### config.mk
export PLATFORM = sky130hd
export DESIGN_NAME = i2c_target_regbank_flat
export DESIGN_NICKNAME = d
export VERILOG_FILES = /design/src/rtl/i2c_target_regbank_if.sv /design/src/rtl/i2c_target_regbank.sv /design/src/flat_wrapper.sv
export SDC_FILE = /design/constraint.sdc
export NUM_CORES = 2
export LEC_CHECK = 0
export CORE_MARGIN = 4
export CORE_UTILIZATION = 30
export CTS_CLUSTER_DIAMETER = 80
export DETAILED_ROUTE_END_ITERATION = 12
export PLACE_DENSITY = 0.46
export SLEW_MARGIN = 25
export SYNTH_ARGS = -nofsm -noshare
export SYNTH_HDL_FRONTEND = slang
export SYNTH_SLANG_ARGS = --single-unit
### constraint.sdc
create_clock -name clk -period 5.7 [get_ports clk]
set_clock_uncertainty 0.2 [all_clocks]
set_input_delay 0.855 -clock clk [delete_from_list [all_inputs] [get_ports clk]]
set_output_delay 0.855 -clock clk [all_outputs]
set_load 0.01 [all_outputs]
### src/rtl/i2c_target_regbank_if.sv
// Pad-side I2C signals plus the local register-update and commit-notify port of the target.
interface i2c_target_regbank_if #(parameter int REG_AW = 8);
  logic              scl_in;
  logic              sda_in;
  logic              sda_oe;
  logic              loc_we;
  logic [REG_AW-1:0] loc_addr;
  logic [7:0]        loc_wdata;
  logic              i2c_wr;
  logic [REG_AW-1:0] i2c_wr_addr;
  logic [7:0]        i2c_wr_data;
  logic              busy;

  modport master (
    output scl_in, sda_in, loc_we, loc_addr, loc_wdata,
    input  sda_oe, i2c_wr, i2c_wr_addr, i2c_wr_data, busy
  );
  modport slave (
    input  scl_in, sda_in, loc_we, loc_addr, loc_wdata,
    output sda_oe, i2c_wr, i2c_wr_addr, i2c_wr_data, busy
  );
endinterface

### src/rtl/i2c_target_regbank.sv
// I2C target with a 2**REG_AW x 8 register bank; emulates a sensor register map.
// Assumes REG_AW <= 8 and FILT_LEN >= 2.
module i2c_target_regbank #(
  parameter logic [6:0] DEV_ADDR = 7'h76,
  parameter int         REG_AW   = 8,
  parameter int         FILT_LEN = 3
) (
  input logic             clk,
  input logic             reset,
  i2c_target_regbank_if.slave bus
);
  typedef enum logic [3:0] {
    IDLE, ADDR, ADDR_ACK, PTR, PTR_ACK, WR_DATA, WR_ACK, RD_DATA, RD_ACK, WAIT_P
  } state_e;

  logic [1:0]          scl_sync_q, scl_sync_d, sda_sync_q, sda_sync_d;
  logic [FILT_LEN-1:0] scl_hist_q, scl_hist_d, sda_hist_q, sda_hist_d;
  logic                scl_f_q, scl_f_d, sda_f_q, sda_f_d;
  logic                scl_p_q, sda_p_q;

  always_comb begin
    scl_sync_d = {scl_sync_q[0], bus.scl_in};
    sda_sync_d = {sda_sync_q[0], bus.sda_in};
    scl_hist_d = {scl_hist_q[FILT_LEN-2:0], scl_sync_q[1]};
    sda_hist_d = {sda_hist_q[FILT_LEN-2:0], sda_sync_q[1]};
    // A new level is taken only once the whole history window agrees.
    scl_f_d = scl_f_q;
    if (&scl_hist_q)       scl_f_d = 1'b1;
    else if (~|scl_hist_q) scl_f_d = 1'b0;
    sda_f_d = sda_f_q;
    if (&sda_hist_q)       sda_f_d = 1'b1;
    else if (~|sda_hist_q) sda_f_d = 1'b0;
  end

  always_ff @(posedge clk or negedge reset) begin
    if (!reset) begin
      scl_sync_q <= '1;
      sda_sync_q <= '1;
      scl_hist_q <= '1;
      sda_hist_q <= '1;
      scl_f_q    <= 1'b1;
      sda_f_q    <= 1'b1;
      scl_p_q    <= 1'b1;
      sda_p_q    <= 1'b1;
    end else begin
      scl_sync_q <= scl_sync_d;
      sda_sync_q <= sda_sync_d;
      scl_hist_q <= scl_hist_d;
      sda_hist_q <= sda_hist_d;
      scl_f_q    <= scl_f_d;
      sda_f_q    <= sda_f_d;
      scl_p_q    <= scl_f_q;
      sda_p_q    <= sda_f_q;
    end
  end

  logic scl_rise, scl_fall, start_det, stop_det;
  assign scl_rise  = scl_f_q & ~scl_p_q;
  assign scl_fall  = ~scl_f_q & scl_p_q;
  assign start_det = scl_f_q & scl_p_q & sda_p_q & ~sda_f_q;
  assign stop_det  = scl_f_q & scl_p_q & ~sda_p_q & sda_f_q;

  state_e            state_q;
  logic [3:0]        bit_cnt_q;
  logic [7:0]        shift_q;
  logic [REG_AW-1:0] ptr_q, ptr_inc;
  logic              rw_q, rd_ack_q, sda_oe_q, busy_q;
  logic              i2c_wr_q;
  logic [REG_AW-1:0] wr_addr_q;
  logic [7:0]        wr_data_q;
  logic [7:0]        mem_q [2**REG_AW];
  logic              byte_done, rx_state;

  assign ptr_inc   = ptr_q + 1'b1;
  assign byte_done = (bit_cnt_q == 4'd8);
  assign rx_state  = (state_q == ADDR) || (state_q == PTR) || (state_q == WR_DATA);

  always_ff @(posedge clk or negedge reset) begin
    if (!reset) begin
      state_q   <= IDLE;
      bit_cnt_q <= '0;
      shift_q   <= '0;
      ptr_q     <= '0;
      rw_q      <= 1'b0;
      rd_ack_q  <= 1'b0;
      sda_oe_q  <= 1'b0;
      busy_q    <= 1'b0;
      i2c_wr_q  <= 1'b0;
      wr_addr_q <= '0;
      wr_data_q <= '0;
    end else begin
      i2c_wr_q <= 1'b0;
      if (start_det) begin
        state_q   <= ADDR;
        bit_cnt_q <= '0;
        sda_oe_q  <= 1'b0;
      end else if (stop_det) begin
        state_q  <= IDLE;
        sda_oe_q <= 1'b0;
        busy_q   <= 1'b0;
      end else begin
        if (scl_rise && (rx_state || state_q == RD_DATA)) bit_cnt_q <= bit_cnt_q + 4'd1;
        if (scl_rise && rx_state) shift_q <= {shift_q[6:0], sda_f_q};
        case (state_q)
          ADDR: if (scl_fall && byte_done) begin
            if (shift_q[7:1] == DEV_ADDR) begin
              state_q  <= ADDR_ACK;
              sda_oe_q <= 1'b1;
              busy_q   <= 1'b1;
              rw_q     <= shift_q[0];
            end else begin
              state_q <= IDLE;
              busy_q  <= 1'b0;
            end
          end
          ADDR_ACK: if (scl_fall) begin
            bit_cnt_q <= '0;
            if (rw_q) begin
              state_q  <= RD_DATA;
              shift_q  <= mem_q[ptr_q];
              sda_oe_q <= ~mem_q[ptr_q][7];
            end else begin
              state_q  <= PTR;
              sda_oe_q <= 1'b0;
            end
          end
          PTR: if (scl_fall && byte_done) begin
            state_q  <= PTR_ACK;
            ptr_q    <= shift_q[REG_AW-1:0];
            sda_oe_q <= 1'b1;
          end
          WR_DATA: if (scl_fall && byte_done) begin
            state_q   <= WR_ACK;
            sda_oe_q  <= 1'b1;
            i2c_wr_q  <= 1'b1;
            wr_addr_q <= ptr_q;
            wr_data_q <= shift_q;
            ptr_q     <= ptr_inc;
          end
          PTR_ACK, WR_ACK: if (scl_fall) begin
            state_q   <= WR_DATA;
            sda_oe_q  <= 1'b0;
            bit_cnt_q <= '0;
          end
          RD_DATA: if (scl_fall) begin
            if (byte_done) begin
              state_q  <= RD_ACK;
              sda_oe_q <= 1'b0;
            end else begin
              shift_q  <= {shift_q[6:0], 1'b0};
              sda_oe_q <= ~shift_q[6];
            end
          end
          RD_ACK: begin
            if (scl_rise) rd_ack_q <= ~sda_f_q;
            if (scl_fall) begin
              bit_cnt_q <= '0;
              if (rd_ack_q) begin
                state_q  <= RD_DATA;
                ptr_q    <= ptr_inc;
                shift_q  <= mem_q[ptr_inc];
                sda_oe_q <= ~mem_q[ptr_inc][7];
              end else begin
                state_q <= WAIT_P;
              end
            end
          end
          default: ;
        endcase
      end
    end
  end

  // Commit lands one cycle after the ACK decision; on a same-address clash the I2C byte wins.
  always_ff @(posedge clk) begin
    if (bus.loc_we && !(i2c_wr_q && bus.loc_addr == wr_addr_q))
      mem_q[bus.loc_addr] <= bus.loc_wdata;
    if (i2c_wr_q)
      mem_q[wr_addr_q] <= wr_data_q;
  end

  assign bus.sda_oe      = sda_oe_q;
  assign bus.busy        = busy_q;
  assign bus.i2c_wr      = i2c_wr_q;
  assign bus.i2c_wr_addr = wr_addr_q;
  assign bus.i2c_wr_data = wr_data_q;
endmodule

### src/flat_wrapper.sv
// flat-port wrapper written by rule: the top's interface ports become plain ports
module i2c_target_regbank_flat 
#(
  parameter logic [6:0] DEV_ADDR = 7'h76,
  parameter int         REG_AW   = 8,
  parameter int         FILT_LEN = 3
)
  (clk, reset, bus_scl_in, bus_sda_in, bus_loc_we, bus_loc_addr, bus_loc_wdata, bus_sda_oe, bus_i2c_wr, bus_i2c_wr_addr, bus_i2c_wr_data, bus_busy);
  i2c_target_regbank_if #(.REG_AW(REG_AW)) bus_i ();
  input logic clk;
  input logic reset;
  input wire logic [$bits(bus_i.scl_in)-1:0] bus_scl_in;
  input wire logic [$bits(bus_i.sda_in)-1:0] bus_sda_in;
  input wire logic [$bits(bus_i.loc_we)-1:0] bus_loc_we;
  input wire logic [$bits(bus_i.loc_addr)-1:0] bus_loc_addr;
  input wire logic [$bits(bus_i.loc_wdata)-1:0] bus_loc_wdata;
  output wire logic [$bits(bus_i.sda_oe)-1:0] bus_sda_oe;
  output wire logic [$bits(bus_i.i2c_wr)-1:0] bus_i2c_wr;
  output wire logic [$bits(bus_i.i2c_wr_addr)-1:0] bus_i2c_wr_addr;
  output wire logic [$bits(bus_i.i2c_wr_data)-1:0] bus_i2c_wr_data;
  output wire logic [$bits(bus_i.busy)-1:0] bus_busy;
  assign bus_i.scl_in = bus_scl_in;
  assign bus_i.sda_in = bus_sda_in;
  assign bus_i.loc_we = bus_loc_we;
  assign bus_i.loc_addr = bus_loc_addr;
  assign bus_i.loc_wdata = bus_loc_wdata;
  assign bus_sda_oe = bus_i.sda_oe;
  assign bus_i2c_wr = bus_i.i2c_wr;
  assign bus_i2c_wr_addr = bus_i.i2c_wr_addr;
  assign bus_i2c_wr_data = bus_i.i2c_wr_data;
  assign bus_busy = bus_i.busy;
  i2c_target_regbank #(.DEV_ADDR(DEV_ADDR), .REG_AW(REG_AW), .FILT_LEN(FILT_LEN)) u_core (.clk(clk), .reset(reset), .bus(bus_i));
endmodule
Yosys cells after proc, flatten, opt, wreduce, memory -nomap -nowiden
Memory sizes are Yosys's and may differ from the RTL's.
Index checks and enable logic that the tools add are counted.
{"block": "word_totals", "word_cells": 157, "register_bits": 59, "mem_count": 1, "ramBits": 2048, "inputBits": 21}
{"memory": "u_core.mem_q", "depth": 256, "width": 8, "rd": 2, "rd_ports_with_merged_regs": 0, "wr": 2, "line_no": "i2c_target_regbank.sv:71", "source": "logic [7:0] mem_q [2**REG_AW];"}
{"block": "op_classes", "n_eq_ne": 29, "add_sub_neg": 2, "reduce_logical": 29, "mux": 61, "bitwise_logic": 16}
{"op": "2-to-1 mux 8 bit", "n": 11}
{"op": "2-to-1 mux 4 bit", "n": 16}
{"op": "case mux 8 bit (3 select lines)", "n": 2}
{"op": "2-to-1 mux 1 bit", "n": 28}
{"op": "inequality test 4 x 1 -> 1 bit, second input constant", "n": 7}
{"op": "case mux 4 bit (7 select lines)", "n": 1}
{"op": "AND reduction 9 bit", "n": 2}
{"op": "equality test 4 x 3 -> 1 bit, second input constant", "n": 4}
{"op": "inequality test 4 x 2 -> 1 bit, second input constant", "n": 4}
{"op": "inequality test 2 x 1 -> 1 bit, second input constant", "n": 5}
{"op": "NOT 1 bit", "n": 9}
{"op": "AND reduction 3 bit", "n": 3}
{"op": "nonzero test 9 bit", "n": 1}
{"op": "adder 8 x 1 -> 8 bit, second input constant", "n": 1}
{"op": "equality test 4 x 2 -> 1 bit, second input constant", "n": 2}
{"op": "equality test 4 bit, second input constant", "n": 2}
{"op": "equality test 8 bit", "n": 1}
{"op": "AND reduction 4 bit", "n": 2}
{"op": "nonzero test 8 bit", "n": 1}
{"op": "bitwise AND 1 bit", "n": 7}
{"op": "equality test 7 bit, second input constant", "n": 1}
{"op": "AND reduction 7 bit", "n": 1}
{"op": "case mux 1 bit (6 select lines)", "n": 1}
{"op": "OR reduction 3 bit", "n": 2}
{"op": "other kinds (14)", "n": 23}

Depth between registers and ports, before layout
{"block": "logic_depth", "word_depth": 10, "depth_mapped": 16, "ltp_nobuf": 10}

Least setup slack after synthesis
OpenSTA, ideal clock, no wires.
{"block": "synth_path", "path_type": "reg-to-reg", "from": "reg u_core.ptr_q[1]", "to": "reg u_core.shift_q[7]", "path_stages_with_launch": 13, "setup_ns": 0.124, "path_buffers": 4, "setup_slack_ns": 2.046, "t_arrival_ns": 3.330, "cell_sequence": "dfrtp_1 -> ha_1 -> buf_2 -> clkbuf_1 -> buf_1 -> clkbuf_1 -> mux4_2 -> mux4_2 -> a21oi_1 -> a31oi_1 -> o41ai_1 -> o31ai_1 -> o2bb2ai_1"}
{"block": "synth_via", "elab_chain_cells": 5, "word_cells_on_any_way": 7}
{"element": "start: declaration", "line_no": "i2c_target_regbank.sv:66", "source": "logic [REG_AW-1:0] ptr_q, ptr_inc;"}
{"element": "start signal: assignment", "line_no": "i2c_target_regbank.sv:129", "source": "ptr_q <= shift_q[REG_AW-1:0];"}
{"element": "start signal: assignment", "line_no": "i2c_target_regbank.sv:138", "source": "ptr_q <= ptr_inc;"}
{"element": "start signal: assignment", "line_no": "i2c_target_regbank.sv:160", "source": "ptr_q <= ptr_inc;"}
{"element": "adder 8 x 1 -> 8 bit", "line_no": "i2c_target_regbank.sv:74", "source": "assign ptr_inc = ptr_q + 1'b1;"}
{"element": "memory (256 x 8 bit) *"}
{"element": "2-to-1 mux 8 bit", "line_no": "i2c_target_regbank.sv:158", "source": "if (rd_ack_q) begin"}
{"element": "2-to-1 mux 8 bit", "line_no": "i2c_target_regbank.sv:156", "source": "if (scl_fall) begin"}
{"element": "case mux 8 bit (3 select lines) *", "line_no": "i2c_target_regbank.sv:104", "source": "case (state_q)"}
{"element": "end signal: assignment", "line_no": "i2c_target_regbank.sv:103", "source": "if (scl_rise && rx_state) shift_q <= {shift_q[6:0], sda_f_q};"}
{"element": "end signal: assignment", "line_no": "i2c_target_regbank.sv:120", "source": "shift_q <= mem_q[ptr_q];"}
{"element": "end signal: assignment", "line_no": "i2c_target_regbank.sv:161", "source": "shift_q <= mem_q[ptr_inc];"}
{"element": "end: declaration", "line_no": "i2c_target_regbank.sv:65", "source": "logic [7:0] shift_q;"}
Every way passes the cells marked *; elsewhere a longest branch is shown, timed or not.
A chain may end at the register's enable or synchronous reset.

Worst setup path after layout
{"block": "layout_path", "from": "reg u_core.ptr_q[0]", "to": "reg u_core.shift_q[7]"}
Same word-level chain as after synthesis.

==> results.toml <==
[run_status]
outcome = "completed"

[placement]
port_buffers = 39
place_congestion = 0.980
hpwl_um = 357000
pre_cts_ws_ns = 0.701
place_inst = 12900

[detailed_routing]
drtIter0Drc = 11400
vias_per_cell = 6.25
drtPass1Iterations = 6
post-route-drc-count = 0
route.vias.total = 83600
ant_nets = 0
wl_per_cell_um = 40.8
drt-total-wl_um = 545000

[synthesis]
ys_top_cells_by_area = "edfxtp_1 (49%), mux4_2 (22%), mux2_2 (19%), clkbuf_1 (2.0%), o22ai_1 (1.1%)"
yosysWarnings = 0
synth_area_um2 = 126000
syn_nets = 7806
yosys.area.top_type = "edfxtp_1"
ys_types = 67
synth_edf_count = 2048
syn_inst = 7781
yosys_most_used_dff = "edfxtp_1"
yosysMostFrequentCell = "mux2_2"
ys_top_cells_by_count = "mux2_2 (2099), edfxtp_1 (2048), mux4_2 (1216), clkbuf_1 (664), nor2_1 (275)"
netlist.area_leader.share_pct = 48.8
async_flop_share_pct = 2.80
synth-seq-cells = 2107
synth_area_per_cell_um2 = 16.2
synth-seq-area-share_pct = 50.0

[timing]
whs_ns = 0.123
period_minus_slack_ns = 5.12
slew_headroom_pct = 20.3
fmax_ghz = 0.195
worst_slew_pin_slew_ns = 1.18
slew_viol_final = 0
layout_setup_ws_ns = 0.585
setup_viol = 0
grt_setup_unrepaired = "no"
timing.setup.tns_ns = 0
finalCritPeriodShare_pct = 89.7
hold_violations = 0

[die]
start_util_pct = 30.2
ios = 40
die_height_um = 656
dieArea_um2 = 431000
die_x_um = 656
core_um2 = 418000
fp-row-count = 237

[cells_and_area]
multi_input_area_um2 = 59500
drive_above_1_share_pct = 54.5
final_nets = 7670
area_growth_pct = 13.3
fillers = 39500
fin_cells = 13400
regArea_um2 = 63000

[min_path]
min_path_type = "in -> reg"

[pwr]
max-vdd-ir-drop_uv = 207
leakage_nw = 42.2
power_w = 0.0354
cellPowerDensity_nw_per_um2 = 248

[worst_setup_path]
cp_max_fo = 27
arrival_ns = 5.75
path_class = "reg -> reg"
cp-start-kind = "flip-flop"
critPathCaptureType = "flip-flop"
required_ns = 6.34

[grt]
grt_usage_pct = 24.5
grt_pass1_vias = 80800
antenna_found_initial = 49
grt_max_degree = 128
grt_pass1_wl_um = 736000
grt-ovfl-total = 0

[clock_network]
path_clk_slew_ns = 0.06
cts_buffers = 269
postCtsSetupRepairBufs = 0
htreeDepth = 5
cts_root_buffer = "clkbuf_16"
clk_path_buf_depth = 4
clock_latency_ns = 0.96
cts_tree = "yes"
cts_sinks = 2107

[job]
maxCapViolCount = 0
cells in the final DEF, fill, tap and decap left out, types with 33 or more instances in the layout:
master / synthesis / layout
a21oi_1: 42 / 42
buf_12: 0 / 74
buf_4: 74 / 404
clkbuf_1: 664 / 64
clkbuf_16: 0 / 278
clkinv_1: 0 / 49
clkinv_2: 0 / 43
diode_2: 0 / 33
edfxtp_1: 2048 / 2048
mux2_2: 2099 / 2099
mux2i_1: 102 / 97
mux4_2: 1216 / 1216
nand2_1: 251 / 236
nand3_1: 94 / 82
nor2_1: 275 / 269
nor2b_1: 56 / 53
o21ai_0: 99 / 91
o22ai_1: 217 / 201
worst paths after layout:
path | depth (start not counted) | endpoint | slack [ns] | start
setup / recovery | 9 | u_core.shift_q[7] | 0.58 | u_core.ptr_q[0]
hold / removal | 1 | u_core.scl_sync_q[0] | 0.12 | bus_scl_in
setup reg to reg | 9 | u_core.shift_q[7] | 0.58 | u_core.ptr_q[0]
hold reg to reg | 0 | u_core.scl_sync_q[1] | 0.16 | u_core.scl_sync_q[0]
max in group asynchronous | 3 | u_core.ptr_q[1] | 4.60 | reset
min in group asynchronous | 2 | u_core.scl_f_q | 0.31 | reset
power by group:
| group | internal, W | total, W | switching, W |
|---|---|---|---|
| Sequential | 0.0170 | 0.0172 | 0.000112 |
| Combinational | 0.000701 | 0.00154 | 0.000837 |
| Clock | 0.00958 | 0.0167 | 0.00716 |
| Total | 0.0273 | 0.0354 | 0.00811 |
cell type report:
class,count,area share [%]
clock inverter,126,0.732
antenna,33,0.0578
timing repair buffer,520,3.49
inverter,13,0.0342
sequential,2107,44.1
clock buffer,346,5.08
tap,5497,4.81
multi-input combinational,4734,41.7
what timing repair did:
item	in CTS	in global routing
setup endpoints to repair	0	0
endpoints found under the hold margin	45	0
resized for setup	0	0
hold buffers	1	0
logic make-up after synthesis:
group | share of synthesized area (%)
flip-flops | 50.0
buffers and inverters | 3.26
multiplexers | 41.3
adder cells (fa/ha/maj) | 0.0397
AND/OR/NAND/NOR | 2.82
XOR/XNOR | 0.132
AO/OA/AOI/OAI | 2.52
critical path: stages, from the launching register on:
cell,delay (ns)
dfrtp_4,0.71
ha_4,0.71
buf_4,0.49
buf_4,0.32
mux4_2,0.38
mux4_2,0.55
o2111ai_1,0.51
nor4bb_1,0.71
o31ai_1,0.17
o2bb2ai_1,0.16
per-stage QoR:
| step | instance area [um^2] | utilization (%) |
|---|---|---|
| 2_1_floorplan | 126000 | - |
| 3_3_place_gp | 134000 | 32.1 |
| 3_5_place_dp | 134000 | 32.2 |
| 4_1_cts | 143000 | 34.1 |
| 5_1_grt | 143000 | 34.2 |
| 6_report | 143000 | 34.2 |
state kept, by name (all words and copies together), names as in the netlist, 3 cells and up:
register and cells:
u_core.sda_hist_q 3, u_core.shift_q 8, u_core.mem_q 2048, u_core.bus.i2c_wr_data 8
u_core.bus.i2c_wr_addr 8, u_core.state_q 4, u_core.scl_hist_q 3, u_core.bit_cnt_q 4
u_core.ptr_q 8
layer usage:
metal / vias up / part of all wire [%] / GRT usage, %
met2: 4951 / 46 / 38.0
met3: 921 / 9.1 / 5.65
met4: 10 / 4.7 / 10.3
met5: - / 0.011 / 0
met1: 45800 / 41 / 32.9
li1: 31900 / - / -
(Power assumes the default switching activity.)
